## src/rtl/diff_layer_sched.sv

```systemverilog
// Layer sequencer for the diff core: per layer FETCH -> (LOAD) -> ISSUE -> RUN.
// Latency: one FETCH cycle between layers; done pulses one cycle after the last core_finish.
// Backpressure: ISSUE holds core_valid until core_ready; LOAD holds load_req until load_done.
// Optional SCHED_PERF_CNT_EN adds perf_load_cycles / perf_run_cycles counters.
module diff_layer_sched #(
    parameter int MAX_LAYERS = 16,
    parameter int LW         = $clog2(MAX_LAYERS),
    parameter int TIMEOUT    = 2**20
) (
    input  logic          clk,
    input  logic          rst,
    input  logic          cfg_wr_en,
    input  logic [LW-1:0] cfg_wr_addr,
    input  logic [2:0]    cfg_wr_data,
    input  logic          start,
    input  logic [LW:0]   num_layers,
    input  logic          abort,
    output logic          busy,
    output logic          done,
    output logic          err_timeout,
    output logic [LW-1:0] cur_layer,
    output logic          load_req,
    output logic [LW-1:0] load_layer,
    input  logic          load_done,
    output logic          core_valid,
    input  logic          core_ready,
    input  logic          core_finish,
    output logic          core_bit_mode_o,
    output logic          core_is_diff_o
`ifdef SCHED_PERF_CNT_EN
    ,
    output logic [31:0]   perf_load_cycles,
    output logic [31:0]   perf_run_cycles
`endif
);

    if (MAX_LAYERS < 2) begin : g_bad_max_layers
        $error("diff_layer_sched: MAX_LAYERS must be >= 2");
    end

    typedef enum logic [2:0] {S_IDLE, S_FETCH, S_LOAD, S_ISSUE, S_RUN} state_t;

    localparam logic [LW:0] MAX_L  = MAX_LAYERS[LW:0];
    localparam logic [31:0] WD_END = (TIMEOUT == 0) ? 32'd0 : 32'(TIMEOUT - 1);

    state_t        state_q, state_d;
    logic [2:0]    table_q [MAX_LAYERS];
    logic [2:0]    desc;
    logic [LW:0]   num_q;
    logic [LW-1:0] cur_q;
    logic [LW-1:0] load_layer_q;
    logic          bit_mode_q, is_diff_q;
    logic          done_q, err_q;
    logic [31:0]   wd_cnt_q;
    logic          last_layer;
    logic          wd_fire;

    assign desc       = table_q[cur_q];
    assign last_layer = ({1'b0, cur_q} == (num_q - 1'b1));
    // finish is checked first in RUN, so the watchdog only fires without it
    assign wd_fire    = (TIMEOUT != 0) && (wd_cnt_q == WD_END);

    // descriptor table: written in any state, intentionally not reset
    always_ff @(posedge clk) begin
        if (cfg_wr_en) table_q[cfg_wr_addr] <= cfg_wr_data;
    end

    // state register
    always_ff @(posedge clk or posedge rst) begin
        if (rst) state_q <= S_IDLE;
        else     state_q <= state_d;
    end

    // next-state logic; abort overrides everything
    always_comb begin
        state_d = state_q;
        if (abort) begin
            state_d = S_IDLE;
        end else begin
            case (state_q)
                S_IDLE:  if (start && num_layers != '0) state_d = S_FETCH;
                S_FETCH: state_d = desc[2] ? S_ISSUE : S_LOAD;
                S_LOAD:  if (load_done) state_d = S_ISSUE;
                S_ISSUE: if (core_ready) state_d = S_RUN;
                S_RUN: begin
                    if (core_finish)  state_d = last_layer ? S_IDLE : S_FETCH;
                    else if (wd_fire) state_d = S_IDLE;
                end
                default: state_d = S_IDLE;
            endcase
        end
    end

    // state-decoded outputs
    always_comb begin
        busy       = (state_q != S_IDLE);
        load_req   = (state_q == S_LOAD);
        core_valid = (state_q == S_ISSUE);
    end

    // layer index, latched descriptor, done/error flags and watchdog count
    always_ff @(posedge clk or posedge rst) begin
        if (rst) begin
            num_q        <= '0;
            cur_q        <= '0;
            load_layer_q <= '0;
            bit_mode_q   <= 1'b0;
            is_diff_q    <= 1'b0;
            done_q       <= 1'b0;
            err_q        <= 1'b0;
            wd_cnt_q     <= '0;
        end else begin
            done_q <= 1'b0;
            if (!abort) begin
                case (state_q)
                    S_IDLE: if (start) begin
                        err_q <= 1'b0;
                        if (num_layers == '0) begin
                            done_q <= 1'b1;
                        end else begin
                            cur_q <= '0;
                            num_q <= (num_layers > MAX_L) ? MAX_L : num_layers;
                        end
                    end
                    S_FETCH: begin
                        bit_mode_q <= desc[0];
                        is_diff_q  <= desc[1];
                        if (!desc[2]) load_layer_q <= cur_q;
                    end
                    S_ISSUE: if (core_ready) wd_cnt_q <= '0;
                    S_RUN: begin
                        if (core_finish) begin
                            if (last_layer) done_q <= 1'b1;
                            else            cur_q  <= cur_q + 1'b1;
                        end else if (wd_fire) begin
                            err_q <= 1'b1;
                        end else begin
                            wd_cnt_q <= wd_cnt_q + 1'b1;
                        end
                    end
                    default: ;
                endcase
            end
        end
    end

    assign done            = done_q;
    assign err_timeout     = err_q;
    assign cur_layer       = cur_q;
    assign load_layer      = load_layer_q;
    assign core_bit_mode_o = bit_mode_q;
    assign core_is_diff_o  = is_diff_q;

`ifdef SCHED_PERF_CNT_EN
    logic [31:0] perf_load_q, perf_run_q;

    // saturating LOAD and ISSUE+RUN cycle counters, cleared by an accepted start
    always_ff @(posedge clk or posedge rst) begin
        if (rst) begin
            perf_load_q <= '0;
            perf_run_q  <= '0;
        end else if (state_q == S_IDLE && start && !abort) begin
            perf_load_q <= '0;
            perf_run_q  <= '0;
        end else begin
            if (state_q == S_LOAD && perf_load_q != '1)
                perf_load_q <= perf_load_q + 1'b1;
            if ((state_q == S_ISSUE || state_q == S_RUN) && perf_run_q != '1)
                perf_run_q <= perf_run_q + 1'b1;
        end
    end

    assign perf_load_cycles = perf_load_q;
    assign perf_run_cycles  = perf_run_q;
`else
    // performance counters not built
`endif

endmodule
```

## config.mk

```make
export PLATFORM = sky130hd
export DESIGN_NAME = diff_layer_sched
export DESIGN_NICKNAME = d
export VERILOG_FILES = /design/src/rtl/diff_layer_sched.sv
export SDC_FILE = /design/constraint.sdc
export NUM_CORES = 1
export LEC_CHECK = 0
export CAP_MARGIN = 0
export CORE_ASPECT_RATIO = 2
export CORE_MARGIN = 4
export CORE_UTILIZATION = 50
export DETAILED_ROUTE_END_ITERATION = 8
export GPL_TIMING_DRIVEN = 0
export PLACE_DENSITY = 0.72
export SLEW_MARGIN = 20
export SYNTH_ARGS = -nofsm -noshare
export SYNTH_HDL_FRONTEND = slang
export SYNTH_SLANG_ARGS = --single-unit
```

## constraint.sdc

```tcl
create_clock -name clk -period 2.3 [get_ports clk]
set_input_delay 0.23 -clock clk [delete_from_list [all_inputs] [get_ports clk]]
set_output_delay 0.23 -clock clk [all_outputs]
set_load 0.02 [all_outputs]
```

==> impl_metrics.py, run 1 <==
metrics = {
    "clock_tree": {
        "clock-sinks": 100,
        "hold_buffers": 0,
        "clkTransAtPathRegs_ns": 0.07,
        "cts-root-buf": "clkbuf_16",
        "cts_tree": "done",
        "cts_max_level": 3,
        "cts_buffer_depth": 2,
        "worstSkewPairLatency_ns": 0.34,
        "cts_buffers": 9,
    },
    "finish": {
        "layout_common_cells": "50 x dfrtp_1, 48 x edfxtp_1, 47 x nor2_1",
        "antenna_cells": 0,
        "multiInputGateArea_um2": 2090,
        "final_cells": 615,
        "fin_nets": 503,
        "syn2layout_area_growth_pct": 20.1,
        "n_fill_cell": 785,
        "drive_above_1_share_pct": 16.7,
        "stdcell_area_um2": 5890,
        "layout_commonest_cell": "dfrtp_1",
        "regArea_um2": 2750,
    },
    "yosys": {
        "yosysTopAreaCellShare_pct": 29.4,
        "synth_cell_types": 51,
        "async_reset_ff_share_pct": 52.0,
        "synth_edf_count": 48,
        "seq_area_frac_synth_pct": 55.9,
        "ys_ff_latch": 100,
        "synth-main-ff-cell": "dfrtp_1",
        "synth_nets": 445,
        "netlist_instances": 422,
        "syn_area_per_cell_um2": 11.6,
        "yosysWarningCount": 0,
        "synth_top_area_cell": "edfxtp_1",
        "netlist_area_um2": 4910,
        "synth_area_leaders": "edfxtp_1 29%, dfrtp_1 27%, mux4_2 6.4%, xnor2_1 4.1%, nor2_1 3.7%",
    },
    "route": {
        "via_per_inst": 5.61,
        "drt_iter0_drc": 211,
        "detail_route.wl_per_cell_um": 17.7,
        "vias": 3453,
        "ant_nets": 0,
        "drc_errors": 0,
        "routed_wl_mm": 10.9,
        "firstDrtPassIters": 4,
    },
    "power_and_ir_drop": {
        "peakVddDrop_v": 0.000596,
        "internal-power_uw": 2970,
        "leakage_uw": 0.00221,
        "swShare_pct": 26.2,
        "pwr-share-seq_pct": 50.7,
        "combPwrFrac_pct": 14.7,
        "clockPowerShare_pct": 34.6,
        "powerDensity_nw_per_um2": 683,
        "p_sw_uw": 1060,
    },
    "worst_setup_path": {
        "worstPathArrival_ns": 2.50,
        "cpPeakStageDelay_ns": 0.57,
        "path_class": "register to register",
        "path_buf_inv": 1,
        "path_max_fanout": 10,
        "cp_cell_sequence": "nand4_4, or4_4, nor4_4, buf_4, nand4b_1, xor2_1, nor2_1",
        "critical_path_required_ns": 2.49,
        "slowest_stage": "or4_4",
        "critical_path.top_delay_family": "simple AND/OR/NAND/NOR gates",
        "crit_path_end_kind": "register",
        "crit_path_start_kind": "register",
    },
    "timing": {
        "setup_viol": 1,
        "slew_headroom_pct": 59.4,
        "timing.final.hold_violations": 0,
        "drv_slew": 0,
        "min_period_over_period_pct": 100,
        "grt_setup_unrepaired": "true",
        "max_freq_mhz": 433,
        "clock_skew_ns": 0.00566,
        "worstMarginPinSlew_ns": 0.604,
        "fin_crit_ns": 2.31,
        "fin_ws_ns": -0.00995,
    },
    "global_routing": {
        "grt_max_degree": 34,
        "grt_overflow_total": 0,
        "antenna_found_initial": 0,
        "grt_pass1_vias": 3610,
        "grt_pass1_wl_mm": 17.5,
        "track_usage_pct": 19.7,
    },
    "die": {
        "coreArea_um2": 9510,
        "start_util_pct": 51.6,
        "io-pin-count": 35,
        "fp.dieH_um": 148,
        "dieArea_um2": 11600,
        "dieWidth_um": 78.1,
        "rows": 50,
    },
    "run": {
        "max_cap_violations": 0,
    },
    "place": {
        "gp_congestion": 0.884,
        "io_buffers": 34,
        "hpwl_mm": 8.46,
        "dp_cells": 587,
        "dpl-instance-area_um2": 5430,
    },
    "run_status": {
        "violations": "setup timing",
        "status": "finished with violations",
    },
    "hold_path": {
        "worstHoldPathType": "input port to async pin",
    },
}
power groups by stage:
| stage | registers [uW] | logic [uW] | clock network [uW] |
|---|---|---|---|
| floorplan | 2080 | 325 | 0 |
| CTS | 2040 | 567 | 1430 |
| finish | 2040 | 591 | 1390 |
| global route | 2050 | 649 | 1500 |
| global placement | 2080 | 506 | 0 |
| detailed placement | 2080 | 529 | 0 |
cells in the mapped netlist, types with 9 or more instances:
cell and count:
nand4_1 10, edfxtp_1 48, o21ai_0 15, nor3_1 12, dfrtp_1 52, nand2_1 34, nor4_1 11, a21oi_1 16
xnor2_1 23, inv_1 15, mux4_2 14, nand2b_1 9, nand3_1 18, nor2_1 49
layer usage:
| metal | track usage [%] | up-vias | wire length (um) |
|---|---|---|---|
| li1 | - | 1672 | - |
| met1 | 18.0 | 1695 | 3560 |
| met2 | 39.7 | 60 | 6610 |
| met3 | 3.52 | 26 | 281 |
| met4 | 9.81 | 0 | 440 |
| met5 | 0 | - | 0 |
cell families after synthesis:
logic type,share of synthesized area (%)
mux,8.82
fa+ha+maj,0.765
flops,55.9
simple gates,20.0
compound gates,6.78
xor+xnor,4.82
buf+inv,2.96
flip-flops by register name (all words and copies together) (netlist names):
register	cells
core_bit_mode_o	1
core_is_diff_o	1
cur_layer	4
done	1
err_timeout	1
load_layer	4
num_q	5
state_q	3
table_q	48
wd_cnt_q	32
layout make-up:
cell class | count | share of cell area, %
buffer | 16 | 1.61
clock buffer | 10 | 3.88
clock inverter | 6 | 0.828
inverter | 15 | 0.955
multi-input combinational | 289 | 35.4
sequential | 100 | 46.6
tap | 130 | 2.76
timing repair buffer | 49 | 7.94
worst paths after layout:
path                       slack (ns)  cells past startpoint      startpoint        endpoint
hold reg to reg                  0.50                      2  core_is_diff_o  core_is_diff_o
setup / recovery                -0.01                      7    wd_cnt_q[10]     wd_cnt_q[3]
max in group asynchronous        1.52                      3             rst    wd_cnt_q[18]
hold / removal                   0.23                      2             rst   load_layer[1]
setup reg to reg                -0.01                      7    wd_cnt_q[10]     wd_cnt_q[3]
min in group clk                 0.37                      4     core_finish     err_timeout
per-stage QoR:
| step | setup slack [ns] | hold WS (ns) | total power, uW | util (%) | setup TNS (ns) |
|---|---|---|---|---|---|
| detailed placement | -0.365 | 0.491 | 2610 | 57.1 | -7.25 |
| global route | -0.0958 | 0.264 | 4200 | 62.0 | -0.404 |
| global placement | -0.316 | 0.495 | 2580 | 56.9 | -18.16 |
| finish | -0.00995 | 0.226 | 4030 | 62.0 | -0.00995 |
| CTS | 0.00618 | 0.231 | 4040 | 60.6 | 0 |
| floorplan | 0.0227 | 0.329 | 2400 | - | 0 |
timing repair:
item,CTS,global route
gates resized for setup,8,17
hold endpoints to repair,0,0
endpoints found under the setup margin,29,25
pin swaps,3,9
setup buffers,1,13
gates cloned,0,0
No activity file was read; power rests on OpenSTA's default activity.
==> run 2, diff against run 1 <==
--- a/config.mk
+++ b/config.mk
@@ -6,12 +6,11 @@
 export NUM_CORES = 1
 export LEC_CHECK = 0
 export CAP_MARGIN = 0
-export CORE_ASPECT_RATIO = 2
+export CORE_ASPECT_RATIO = 0.7
 export CORE_MARGIN = 4
-export CORE_UTILIZATION = 50
+export CORE_UTILIZATION = 40
 export DETAILED_ROUTE_END_ITERATION = 8
 export GPL_TIMING_DRIVEN = 0
-export PLACE_DENSITY = 0.72
 export SLEW_MARGIN = 20
 export SYNTH_ARGS = -nofsm -noshare
 export SYNTH_HDL_FRONTEND = slang
==> impl_metrics.py, run 2 (synthesized netlist as in run 1, its figures left out) <==
metrics = {
    "run_status": {
        "status": "finished, final reports clean",
    },
    "finish": {
        "largest_reg_flops": 48,
        "drive_above_1_share_pct": 18.9,
        "stdcell_area_um2": 6000,
        "final_cells": 644,
        "layout_common_cells": "49 x dfrtp_1, 48 x edfxtp_1, 47 x nor2_1",
        "reg.largest.list": "table_q: 48 flops, wd_cnt_q: 32 flops, num_q: 5 flops",
        "largest_register": "table_q",
        "fin_nets": 505,
        "fin_util_pct": 50.6,
        "n_fill_cell": 1013,
        "antenna_cells": 0,
        "layout_commonest_cell": "dfrtp_1",
        "syn2layout_area_growth_pct": 22.2,
    },
    "global_routing": {
        "grt_pass1_vias": 3377,
        "antenna_found_initial": 0,
        "grt_pass1_wl_mm": 18.2,
        "grt_max_degree": 53,
        "track_usage_pct": 16.6,
        "grt_overflow_total": 0,
    },
    "run": {
        "max_cap_violations": 0,
    },
    "hold_path": {
        "worstHoldPathType": "input port to async pin",
    },
    "die": {
        "dieArea_um2": 14100,
        "fp.dieH_um": 101,
        "dieWidth_um": 140,
        "rows": 33,
        "start_util_pct": 41.4,
        "io-pin-count": 35,
        "coreArea_um2": 11900,
    },
    "clock_tree": {
        "cts_max_level": 3,
        "cts_tree": "done",
        "cts-root-buf": "clkbuf_16",
        "clock-sinks": 100,
        "worstSkewPairLatency_ns": 0.35,
        "cts_buffer_depth": 2,
        "clkTransAtPathRegs_ns": 0.07,
        "cts_buffers": 9,
        "hold_buffers": 0,
    },
    "worst_setup_path": {
        "crit_end": "wd_cnt_q[3]",
        "crit_path_start_kind": "register",
        "crit_path_end_kind": "register",
        "reg2reg_setup_slack_ns": 0.06,
        "path_class": "register to register",
        "rr_startpoint": "wd_cnt_q[10]",
        "path_max_fanout": 10,
        "timing.rr.end": "wd_cnt_q[3]",
        "slowest_stage": "or4_4",
        "critical_path_required_ns": 2.52,
        "crit_path_start": "wd_cnt_q[10]",
        "cpPeakStageDelay_ns": 0.58,
        "crit_top_cell": "buf_4",
        "worstPathArrival_ns": 2.45,
        "r2r_cells": 8,
        "cp_cell_sequence": "nand4_4, or4_4, nor4_4, buf_4, buf_4, nand4b_1, xor2_1, nor2_1",
    },
    "place": {
        "hpwl_mm": 8.00,
        "gp_congestion": 0.828,
        "dp_cells": 613,
        "io_buffers": 34,
        "dpl-instance-area_um2": 5450,
    },
    "route": {
        "routed_wl_mm": 11.3,
        "via_per_inst": 5.36,
        "firstDrtPassIters": 4,
        "ant_nets": 0,
        "detail_route.wl_per_cell_um": 17.5,
        "drc_errors": 0,
        "drt_iter0_drc": 235,
        "vias": 3449,
    },
    "timing": {
        "min_period_over_period_pct": 97.2,
        "clock_skew_ns": 0.00836,
        "timing.final.hold_violations": 0,
        "setup_viol": 0,
        "fin_crit_ns": 2.24,
        "setup_tns_ns": 0,
        "worstMarginPinSlew_ns": 0.684,
        "max_freq_mhz": 447,
        "slew_headroom_pct": 54.4,
        "drv_slew": 0,
    },
    "power_and_ir_drop": {
        "powerDensity_nw_per_um2": 682,
        "internal-power_uw": 2970,
        "p_sw_uw": 1120,
        "peakVddDrop_v": 0.000373,
        "pwr-share-seq_pct": 49.9,
        "leakage_uw": 0.00224,
        "combPwrFrac_pct": 13.8,
        "clockPowerShare_pct": 36.3,
        "p_total_uw": 4090,
        "swShare_pct": 27.4,
    },
}
run 2: changes by cell type in the layout (fill, tap and decap cells not counted), sizes merged:
cell | before | now
inv | 17 | 19
buf | 24 | 25
clkdlybuf4s50 | 33 | 32
clkinvlp | 2 | 1
dlygate4sd2 | 0 | 1
run 2: worst min-delay path by stage:
stage | to | depth (start not counted)
2_1_floorplan | table_q[0][0] | 0
3_3_place_gp | core_bit_mode_o | 2
3_5_place_dp | load_layer[0] | 1
4_1_cts | num_q[0] | 2
5_1_grt | wd_cnt_q[29] | 2
6_report | wd_cnt_q[29] | 2
run 2: per-layer routing:
layer | GRT usage, % | share of wire, %
met1 | 26.8 | 53
met2 | 22.0 | 41
met3 | 3.79 | 4.9
met4 | 4.47 | 1.1
met5 | 0 | 0
run 2: through the flow:
stage               worst slack [ns]  hold slack, ns
floorplan                     0.0227           0.329
global placement              -0.352           0.502
detailed placement            -0.411           0.502
CTS                         0.000476           0.361
global route                 -0.0181           0.398
finish                        0.0641           0.330
run 2: worst max-delay path, delay by kind of cell, from the launching register on:
kind / cells / cell delay, ns
xor+xnor: 1 / 0.14
buf+inv: 2 / 0.36
flops: 1 / 0.42
simple gates: 5 / 1.19
run 2: cell type report:
cell class	instances	area [um^2]	share of cell area (%)
tap	157	196	3.27
clock buffer	9	225	3.75
multi-input combinational	289	2130	35.5
clock inverter	7	67.6	1.13
inverter	15	58.8	0.980
buffer	16	105	1.75
timing repair buffer	51	470	7.84
sequential	100	2750	45.8
run 2: power groups by stage:
stage	Combinational [uW]	Clock [uW]	Sequential, uW
2_1_floorplan	325	0	2080
4_1_cts	561	1520	2040
3_3_place_gp	511	0	2070
3_5_place_dp	525	0	2080
6_report	566	1480	2040
5_1_grt	629	1600	2050
run 2: repair_timing:
action / 4_1_cts / 5_1_grt
cloned: 0 / 1
gates resized for setup: 13 / 27
setup buffers: 1 / 15
endpoints found under the setup margin: 22 / 36
pin swaps: 1 / 11
